File: src/rtl/loader_defs_pkg.sv
// -----------------------------------------------------------------------------
// loader_defs
// Shared definitions for the UART ROM loader: FSM state encodings for the
// session controller and the UART receiver, the UART data-bit count and the
// width of the length field at the head of a program image.
// No ports (package).
// -----------------------------------------------------------------------------
package loader_defs;

  localparam int UART_BITS = 8;   // data bits per UART character (8N1)
  localparam int LEN_W     = 16;  // word-count field width and word index width

  // Session controller states. ST_CSUM is only reachable when the design is
  // built with ROM_LOADER_CSUM_EN.
  typedef enum logic [2:0] {
    ST_IDLE = 3'd0,
    ST_LEN0 = 3'd1,
    ST_LEN1 = 3'd2,
    ST_DATA = 3'd3,
    ST_CSUM = 3'd4,
    ST_DONE = 3'd5,
    ST_ERR  = 3'd6
  } state_t;

  // UART receiver states.
  typedef enum logic [1:0] {
    RX_IDLE  = 2'd0,
    RX_START = 2'd1,
    RX_DATA  = 2'd2,
    RX_STOP  = 2'd3
  } rx_state_t;

endpackage

File: src/rtl/uart_rx.sv
// -----------------------------------------------------------------------------
// uart_rx
// 8N1 UART receiver, LSB first. The serial input is double-flopped before use.
// A falling edge while idle starts a character; the start bit is re-checked
// half a bit period later (a high level there is treated as a glitch), then
// each data bit and the stop bit are sampled one bit period apart.
//
// Parameters:
//   DIV         bit period in clock cycles (>= 2)
// Ports:
//   clk         system clock
//   rst         synchronous active-high reset
//   rx          asynchronous serial input, idle high
//   rx_data     last received character, stable while byte_valid is high
//   byte_valid  one-cycle pulse: character received with a good stop bit
//   frame_err   one-cycle pulse: stop bit read low, character discarded
// -----------------------------------------------------------------------------
module uart_rx
  import loader_defs::*;
#(
  parameter int DIV = 16
) (
  input  logic       clk,
  input  logic       rst,
  input  logic       rx,
  output logic [7:0] rx_data,
  output logic       byte_valid,
  output logic       frame_err
);

  localparam int CNT_W = (DIV > 2) ? $clog2(DIV) : 1;

  logic             rx_meta;
  logic             rx_sync;
  logic             rx_prev;
  logic [CNT_W-1:0] cnt;
  logic [2:0]       bit_cnt;
  logic [7:0]       shreg;
  logic             tick_full;
  logic             tick_half;
  logic             fall;

  rx_state_t rx_state;
  rx_state_t rx_state_next;

  assign tick_full = (cnt == CNT_W'(DIV - 1));
  assign tick_half = (cnt == CNT_W'(DIV / 2 - 1));
  assign fall      = rx_prev & ~rx_sync;
  assign rx_data   = shreg;

  always_ff @(posedge clk) begin
    if (rst) rx_state <= RX_IDLE;
    else     rx_state <= rx_state_next;
  end

  // NOTE: every variable assigned in always_comb gets a default first, so no
  // path can leave it unassigned and infer a latch.
  always_comb begin
    rx_state_next = rx_state;
    case (rx_state)
      RX_IDLE:  if (fall) rx_state_next = RX_START;
      RX_START: if (tick_half) rx_state_next = rx_sync ? RX_IDLE : RX_DATA;
      RX_DATA:  if (tick_full && bit_cnt == 3'(UART_BITS - 1)) rx_state_next = RX_STOP;
      RX_STOP:  if (tick_full) rx_state_next = RX_IDLE;
      default:  rx_state_next = RX_IDLE;
    endcase
  end

  // NOTE: sequential state uses non-blocking assignments so every flop sees
  // the pre-edge value of the others (the synchronizer chain relies on this).
  always_ff @(posedge clk) begin
    if (rst) begin
      rx_meta    <= 1'b1;
      rx_sync    <= 1'b1;
      rx_prev    <= 1'b1;
      cnt        <= '0;
      bit_cnt    <= '0;
      shreg      <= '0;
      byte_valid <= 1'b0;
      frame_err  <= 1'b0;
    end else begin
      rx_meta    <= rx;
      rx_sync    <= rx_meta;
      rx_prev    <= rx_sync;
      byte_valid <= 1'b0;
      frame_err  <= 1'b0;
      case (rx_state)
        RX_IDLE: begin
          cnt     <= '0;
          bit_cnt <= '0;
        end
        // The counter restarts at the mid-start-bit point so that every later
        // sample lands near the middle of its bit.
        RX_START: cnt <= tick_half ? '0 : cnt + CNT_W'(1);
        RX_DATA: begin
          if (tick_full) begin
            cnt     <= '0;
            shreg   <= {rx_sync, shreg[7:1]};
            bit_cnt <= bit_cnt + 3'd1;
          end else begin
            cnt <= cnt + CNT_W'(1);
          end
        end
        RX_STOP: begin
          if (tick_full) begin
            cnt        <= '0;
            byte_valid <= rx_sync;
            frame_err  <= ~rx_sync;
          end else begin
            cnt <= cnt + CNT_W'(1);
          end
        end
        default: cnt <= '0;
      endcase
    end
  end

endmodule

File: src/rtl/uart_rom_loader.sv
// -----------------------------------------------------------------------------
// uart_rom_loader
// Boot-time program loader feeding the instruction ROM write port. Receives
// an image framed as LEN_LO, LEN_HI (word count N) followed by 4*N data bytes
// over UART, packs little-endian 32-bit words and writes word k to
// BASE_ADDR + 4*k with a single-cycle strobe.
//
// Build option: ROM_LOADER_CSUM_EN -- when defined, a trailing checksum byte
// (mod-256 sum of the data bytes) is expected and checked before DONE.
//
// Parameters: CLK_FREQ, BAUD (bit period = CLK_FREQ/BAUD), BASE_ADDR, MAX_WORDS
// Ports:
//   clk         system clock
//   rst         synchronous active-high reset
//   rx_i        UART serial input, asynchronous, idle high
//   load_req_i  level; high requests a load session, low aborts/acknowledges
//   wen_o       ROM write strobe, one cycle per word
//   w_addr_o    ROM byte address (held between writes)
//   w_data_o    ROM write data (held between writes)
//   busy_o      session in progress (CPU hold)
//   done_o      image loaded successfully
//   err_o       session failed
// -----------------------------------------------------------------------------
module uart_rom_loader
  import loader_defs::*;
#(
  parameter int          CLK_FREQ  = 50000000,
  parameter int          BAUD      = 115200,
  parameter logic [31:0] BASE_ADDR = 32'h0000_0000,
  parameter int          MAX_WORDS = 4096
) (
  input  logic        clk,
  input  logic        rst,
  input  logic        rx_i,
  input  logic        load_req_i,
  output logic        wen_o,
  output logic [31:0] w_addr_o,
  output logic [31:0] w_data_o,
  output logic        busy_o,
  output logic        done_o,
  output logic        err_o
);

  localparam int DIV = CLK_FREQ / BAUD;

`ifdef ROM_LOADER_CSUM_EN
  localparam state_t ST_AFTER_DATA = ST_CSUM;
`else
  localparam state_t ST_AFTER_DATA = ST_DONE;
`endif

  logic [7:0]       rx_byte;
  logic             byte_valid;
  logic             frame_err;

  state_t           state;
  state_t           state_next;

  logic [7:0]       len_lo;
  logic [LEN_W-1:0] len_rx;
  logic [LEN_W-1:0] n_words;
  logic [LEN_W-1:0] word_cnt;
  logic [1:0]       byte_idx;
  logic [23:0]      word_buf;     // first three bytes of the word in progress
  logic             in_session;
  logic             abort;
  logic             last_word;
`ifdef ROM_LOADER_CSUM_EN
  logic [7:0]       csum;
`endif

  uart_rx #(
    .DIV (DIV)
  ) u_uart_rx (
    .clk        (clk),
    .rst        (rst),
    .rx         (rx_i),
    .rx_data    (rx_byte),
    .byte_valid (byte_valid),
    .frame_err  (frame_err)
  );

  assign in_session = state inside {ST_LEN0, ST_LEN1, ST_DATA, ST_CSUM};
  assign abort      = in_session & ~load_req_i;
  assign len_rx     = {rx_byte, len_lo};
  assign last_word  = (word_cnt == n_words - LEN_W'(1));

  assign busy_o = in_session;
  assign done_o = (state == ST_DONE);
  assign err_o  = (state == ST_ERR);

  always_ff @(posedge clk) begin
    if (rst) state <= ST_IDLE;
    else     state <= state_next;
  end

  always_comb begin
    state_next = state;
    case (state)
      ST_IDLE: if (load_req_i) state_next = ST_LEN0;
      ST_LEN0: begin
        if (frame_err)       state_next = ST_ERR;
        else if (byte_valid) state_next = ST_LEN1;
      end
      ST_LEN1: begin
        if (frame_err) begin
          state_next = ST_ERR;
        end else if (byte_valid) begin
          if (len_rx == '0)                           state_next = ST_AFTER_DATA;
          else if (32'(len_rx) > 32'(MAX_WORDS))      state_next = ST_ERR;
          else                                        state_next = ST_DATA;
        end
      end
      ST_DATA: begin
        if (frame_err)                                          state_next = ST_ERR;
        else if (byte_valid && byte_idx == 2'd3 && last_word)   state_next = ST_AFTER_DATA;
      end
`ifdef ROM_LOADER_CSUM_EN
      ST_CSUM: begin
        if (frame_err)       state_next = ST_ERR;
        else if (byte_valid) state_next = (rx_byte == csum) ? ST_DONE : ST_ERR;
      end
`endif
      ST_DONE, ST_ERR: if (!load_req_i) state_next = ST_IDLE;
      default: state_next = ST_IDLE;
    endcase
    // Dropping the request wins over any byte or error arriving this cycle.
    if (abort) state_next = ST_IDLE;
  end

  // Datapath: length capture, word packing and the registered write port.
  always_ff @(posedge clk) begin
    if (rst) begin
      wen_o    <= 1'b0;
      w_addr_o <= '0;
      w_data_o <= '0;
      len_lo   <= '0;
      n_words  <= '0;
      word_cnt <= '0;
      byte_idx <= '0;
      word_buf <= '0;
`ifdef ROM_LOADER_CSUM_EN
      csum     <= '0;
`endif
    end else begin
      wen_o <= 1'b0;
      if (byte_valid && !abort) begin
        case (state)
          ST_LEN0: len_lo <= rx_byte;
          ST_LEN1: begin
            n_words  <= len_rx;
            word_cnt <= '0;
            byte_idx <= '0;
`ifdef ROM_LOADER_CSUM_EN
            csum     <= '0;
`endif
          end
          ST_DATA: begin
            byte_idx <= byte_idx + 2'd1;
            word_buf <= {rx_byte, word_buf[23:8]};
`ifdef ROM_LOADER_CSUM_EN
            csum     <= csum + rx_byte;
`endif
            if (byte_idx == 2'd3) begin
              wen_o    <= 1'b1;
              w_addr_o <= BASE_ADDR + {14'd0, word_cnt, 2'b00};
              w_data_o <= {rx_byte, word_buf};
              word_cnt <= word_cnt + LEN_W'(1);
            end
          end
          default: ;
        endcase
      end
    end
  end

endmodule
File: config.mk
export PLATFORM = sky130hd
export DESIGN_NAME = uart_rom_loader
export DESIGN_NICKNAME = d
export VERILOG_FILES = /design/src/rtl/loader_defs_pkg.sv /design/src/rtl/uart_rx.sv /design/src/rtl/uart_rom_loader.sv
export SDC_FILE = /design/constraint.sdc
export NUM_CORES = 1
export LEC_CHECK = 0
export CORE_ASPECT_RATIO = 1.4
export CORE_MARGIN = 2
export CORE_UTILIZATION = 35
export DETAILED_ROUTE_END_ITERATION = 6
export PLACE_DENSITY = 0.53
export REMOVE_ABC_BUFFERS = 1
export SYNTH_ARGS = -nofsm -noshare
export SYNTH_HDL_FRONTEND = slang
export SYNTH_SLANG_ARGS = --single-unit
export TNS_END_PERCENT = 50
File: constraint.sdc
create_clock -name clk -period 8.6 [get_ports clk]
set_input_delay 0.86 -clock clk [delete_from_list [all_inputs] [get_ports clk]]
set_output_delay 0.86 -clock clk [all_outputs]
set_load 0.05 [all_outputs]
==> key figures <==
Floorplan
  – CORE AREA: 17,800 um^2
  – Die ar.: 19,100 um^2
  – Die width: 117 um
  – I/O pin cnt: 72
  – Initial Utilization: 35.5%
  – Die height: 163 um
  – Cell Rows: 58

GRT
  – Initial antenna violation count: 0
  – Tot GR Track Use: 15.4%
  – Vias in the first global route: 4,853
  – Largest net degree at the start of global routing: 80
  – First-pass GRT wire length: 24,300 um
  – GR Overflow Total: 0

Synth
  – Top-area cell type share of the netlist area: 46.1%
  – Main flop type after synthesis: dfxtp_1
  – Synthesized area: 6300 um^2
  – EDFF count, synth: 0
  – Post-synth top cells: nand2_1, dfxtp_1, a21oi_1
  – Most frequent cell after synthesis: nand2_1
  – Syn Area/Cell: 7.98 um^2
  – Largest family of logic cells by synthesized area: simple AND/OR/NAND/NOR gates
  – Synth Area in Compound Gates: 13.8%
  – Synth Area in Simple Gates: 24.4%
  – Syn Inst Count: 790
  – Yosys cell types: 59
  – Seq/Total Area, Yosys: 46.1%
  – Area share of fa/ha/maj cells after synthesis: 1.59%
  – Post-Synth XOR/XNOR Area: 5.28%
  – Synth async-reset ratio: 0%
  – Multiplexer share of the synthesized area: 2.64%
  – Number of synthesized register bits: 145
  – Top cells by area, synth: dfxtp_1, nand2_1, a21oi_1, nor2_1, clkbuf_1
  – Synth area leader: dfxtp_1
  – Ys Warns: 0

Setup path
  – Arrival time worst endpoint: 3.90 ns
  – Setup CP Type: primary input to flop
  – Crit path buffers/inverters: 1
  – Nature of the critical path startpoint: primary input
  – CP peak stage delay: 0.85 ns
  – Critical-path cell list: clkdlybuf4s50_1 -> and4b_1 -> and2_1 -> nand2_2 -> nor2_1 -> nor3_1
  – CP Capture Type: flop
  – Critical Path RT: 8.89 ns
  – Crit-path leading delay family: simple AND/OR/NAND/NOR gates
  – CP Max Fanout: 49
  – Slowest cell on the critical path: nand2_2

Placement
  – Detail Placement HPWL: 9360 um
  – Placer Congestion: 0.794
  – Placed cell area: 6880 um^2
  – IO Port Bufs: 55

Clocking
  – CTS Sinks: 145
  – CTS max path bufs: 2
  – CTS tree: done
  – Post-CTS sizing: 0
  – H-tree depth: 4
  – Post-CTS Setup Inserts: 0
  – CTS root buffer: clkbuf_16
  – Insertion delay to the later sink of the worst-skew pair: 0.42 ns
  – CTS Hold Bufs: 0
  – CTS clk-pin slew, worst paths: 0.06 ns
  – CTS buffer count: 17

Layout
  – Ant. Diodes: 0
  – Fill count: 1,839
  – Post-route cell area: 7520 um^2
  – Fraction of layout cells with a size suffix above 1: 5.60%
  – Area Growth Syn to Fin: 19.2%
  – Layout net count: 821

Route
  – Via density: 4.81
  – DRC: 0
  – Wire per inst: 13.6 um
  – DRT iter0 DRCs: 260
  – DRT antenna net count: 0
  – Vias post-DR: 5,112
  – Drt pass-1 iters: 6
  – Routed wire length: 14,400 um

Power and ir drop
  – Maximum vdd drop: 123 uV
  – PwrDens: 202 nW/um^2
  – Leak: 0.00254 uW

STA
  – Setup-failing EPs final: 0
  – Slew headroom: 19.3%
  – RSZ-0062 raised after global routing: no
  – Min cycle time layout: 3.61 ns
  – Pins Over Slew Limit: 0
  – Endpoints failing hold: 0
  – Fmax: 277 MHz
  – Final period util: 41.9%
  – Worst Tran Pin Value: 1.20 ns
  – Skew final: 0.00624 ns
  – Setup_tns: 0 ns

Run
  – Max_cap viols: 0

Min path
  – Worst Hold Class: flop to flop

Run status
  – Status: finished clean
==> power breakdown <==
| part | internal (uW) | switching, uW | total [uW] |
|---|---|---|---|
| sequential | 673 | 4.83 | 678 |
| combinational | 10.3 | 37.2 | 47.5 |
| clock | 508 | 282 | 790 |
| total | 1190 | 324 | 1520 |
==> worst register-to-register path, stage by stage (launching register included) <==
cell     delay (ns)
dfxtp_1        0.51
and4b_1        0.37
and2_1         0.83
nand2_2        0.85
nor2_1         0.37
nor3_1         0.08
==> layer usage <==
layer  up-vias  routed length [um]  global-route usage, %
met1      2372                6670                   19.1
met5         -                   0                      0
met3        20                 353                   3.05
met2        63                7190                   27.0
met4         0                 204                   5.20
li1       2657                   -                      -
==> sequential cells by signal, summed over array words and instances (netlist names), 2 cells and up, named ones only <==
register           count
byte_idx               2
len_lo                 8
n_words               16
state                  3
u_uart_rx.bit_cnt      3
u_uart_rx.cnt          9
u_uart_rx.rx_data      8
w_addr_o              16
w_data_o              32
word_buf              24
word_cnt              16
==> kinds of logic after synthesis <==
group | count (synthesis)
fa+ha+maj | 8
xor+xnor | 38
simple gates | 346
buf+inv | 85
mux | 16
other cells | 1
compound gates | 151
flops | 145
==> through the flow <==
step / setup slack [ns] / total power (uW) / hold slack, ns / std cells / utilization [%]
final: 4.99 / 1520 / 0.412 / 1062 / 42.3
after global routing: 4.73 / 1560 / 0.434 / 1062 / 42.3
after CTS: 4.98 / 1530 / 0.415 / 1062 / 42.3
after detailed placement: 4.55 / 741 / 0.397 / 1030 / 38.7
after global placement: 4.64 / 741 / 0.394 / 1030 / 38.7
after floorplan: 5.17 / 723 / 0.389 / 734 / -
==> worst paths after layout <==
check                          from  cells past startpoint  slack (ns)           endpoint
setup / recovery         load_req_i                      6        4.99        w_addr_o[2]
hold / removal    u_uart_rx.rx_meta                      1        0.41  u_uart_rx.rx_sync
setup reg to reg           state[1]                      5        5.47        w_addr_o[2]
hold reg to reg   u_uart_rx.rx_meta                      1        0.41  u_uart_rx.rx_sync
==> layout make-up <==
type / count / area, um^2 / share of cell area (%)
timing repair buffer: 56 / 556 / 7.39
sequential: 145 / 2900 / 38.6
multi-input combinational: 575 / 3070 / 40.9
clock inverter: 9 / 154 / 2.05
tap: 240 / 300 / 4.00
clock buffer: 23 / 478 / 6.36
inverter: 14 / 52.6 / 0.699
==> layout by cell type (no fill, tap or decap), drive strengths merged, types with 3 or more instances in the layout <==
cell,count
nand2b,4
nor3,10
mux2i,14
or3,6
nand2,201
nand3,16
conb,16
o211ai,3
inv,14
nor4bb,3
or2,5
clkbuf,23
nor2b,3
o21ai,15
dfxtp,145
bufinv,4
ha,8
xor2,18
clkdlybuf4s50,54
xnor2,20
nand4,9
and3,5
nor4,8
a21oi,107
a22oi,4
nor2,61
nor4b,3
clkinv,3
(Power assumes the default switching activity.)
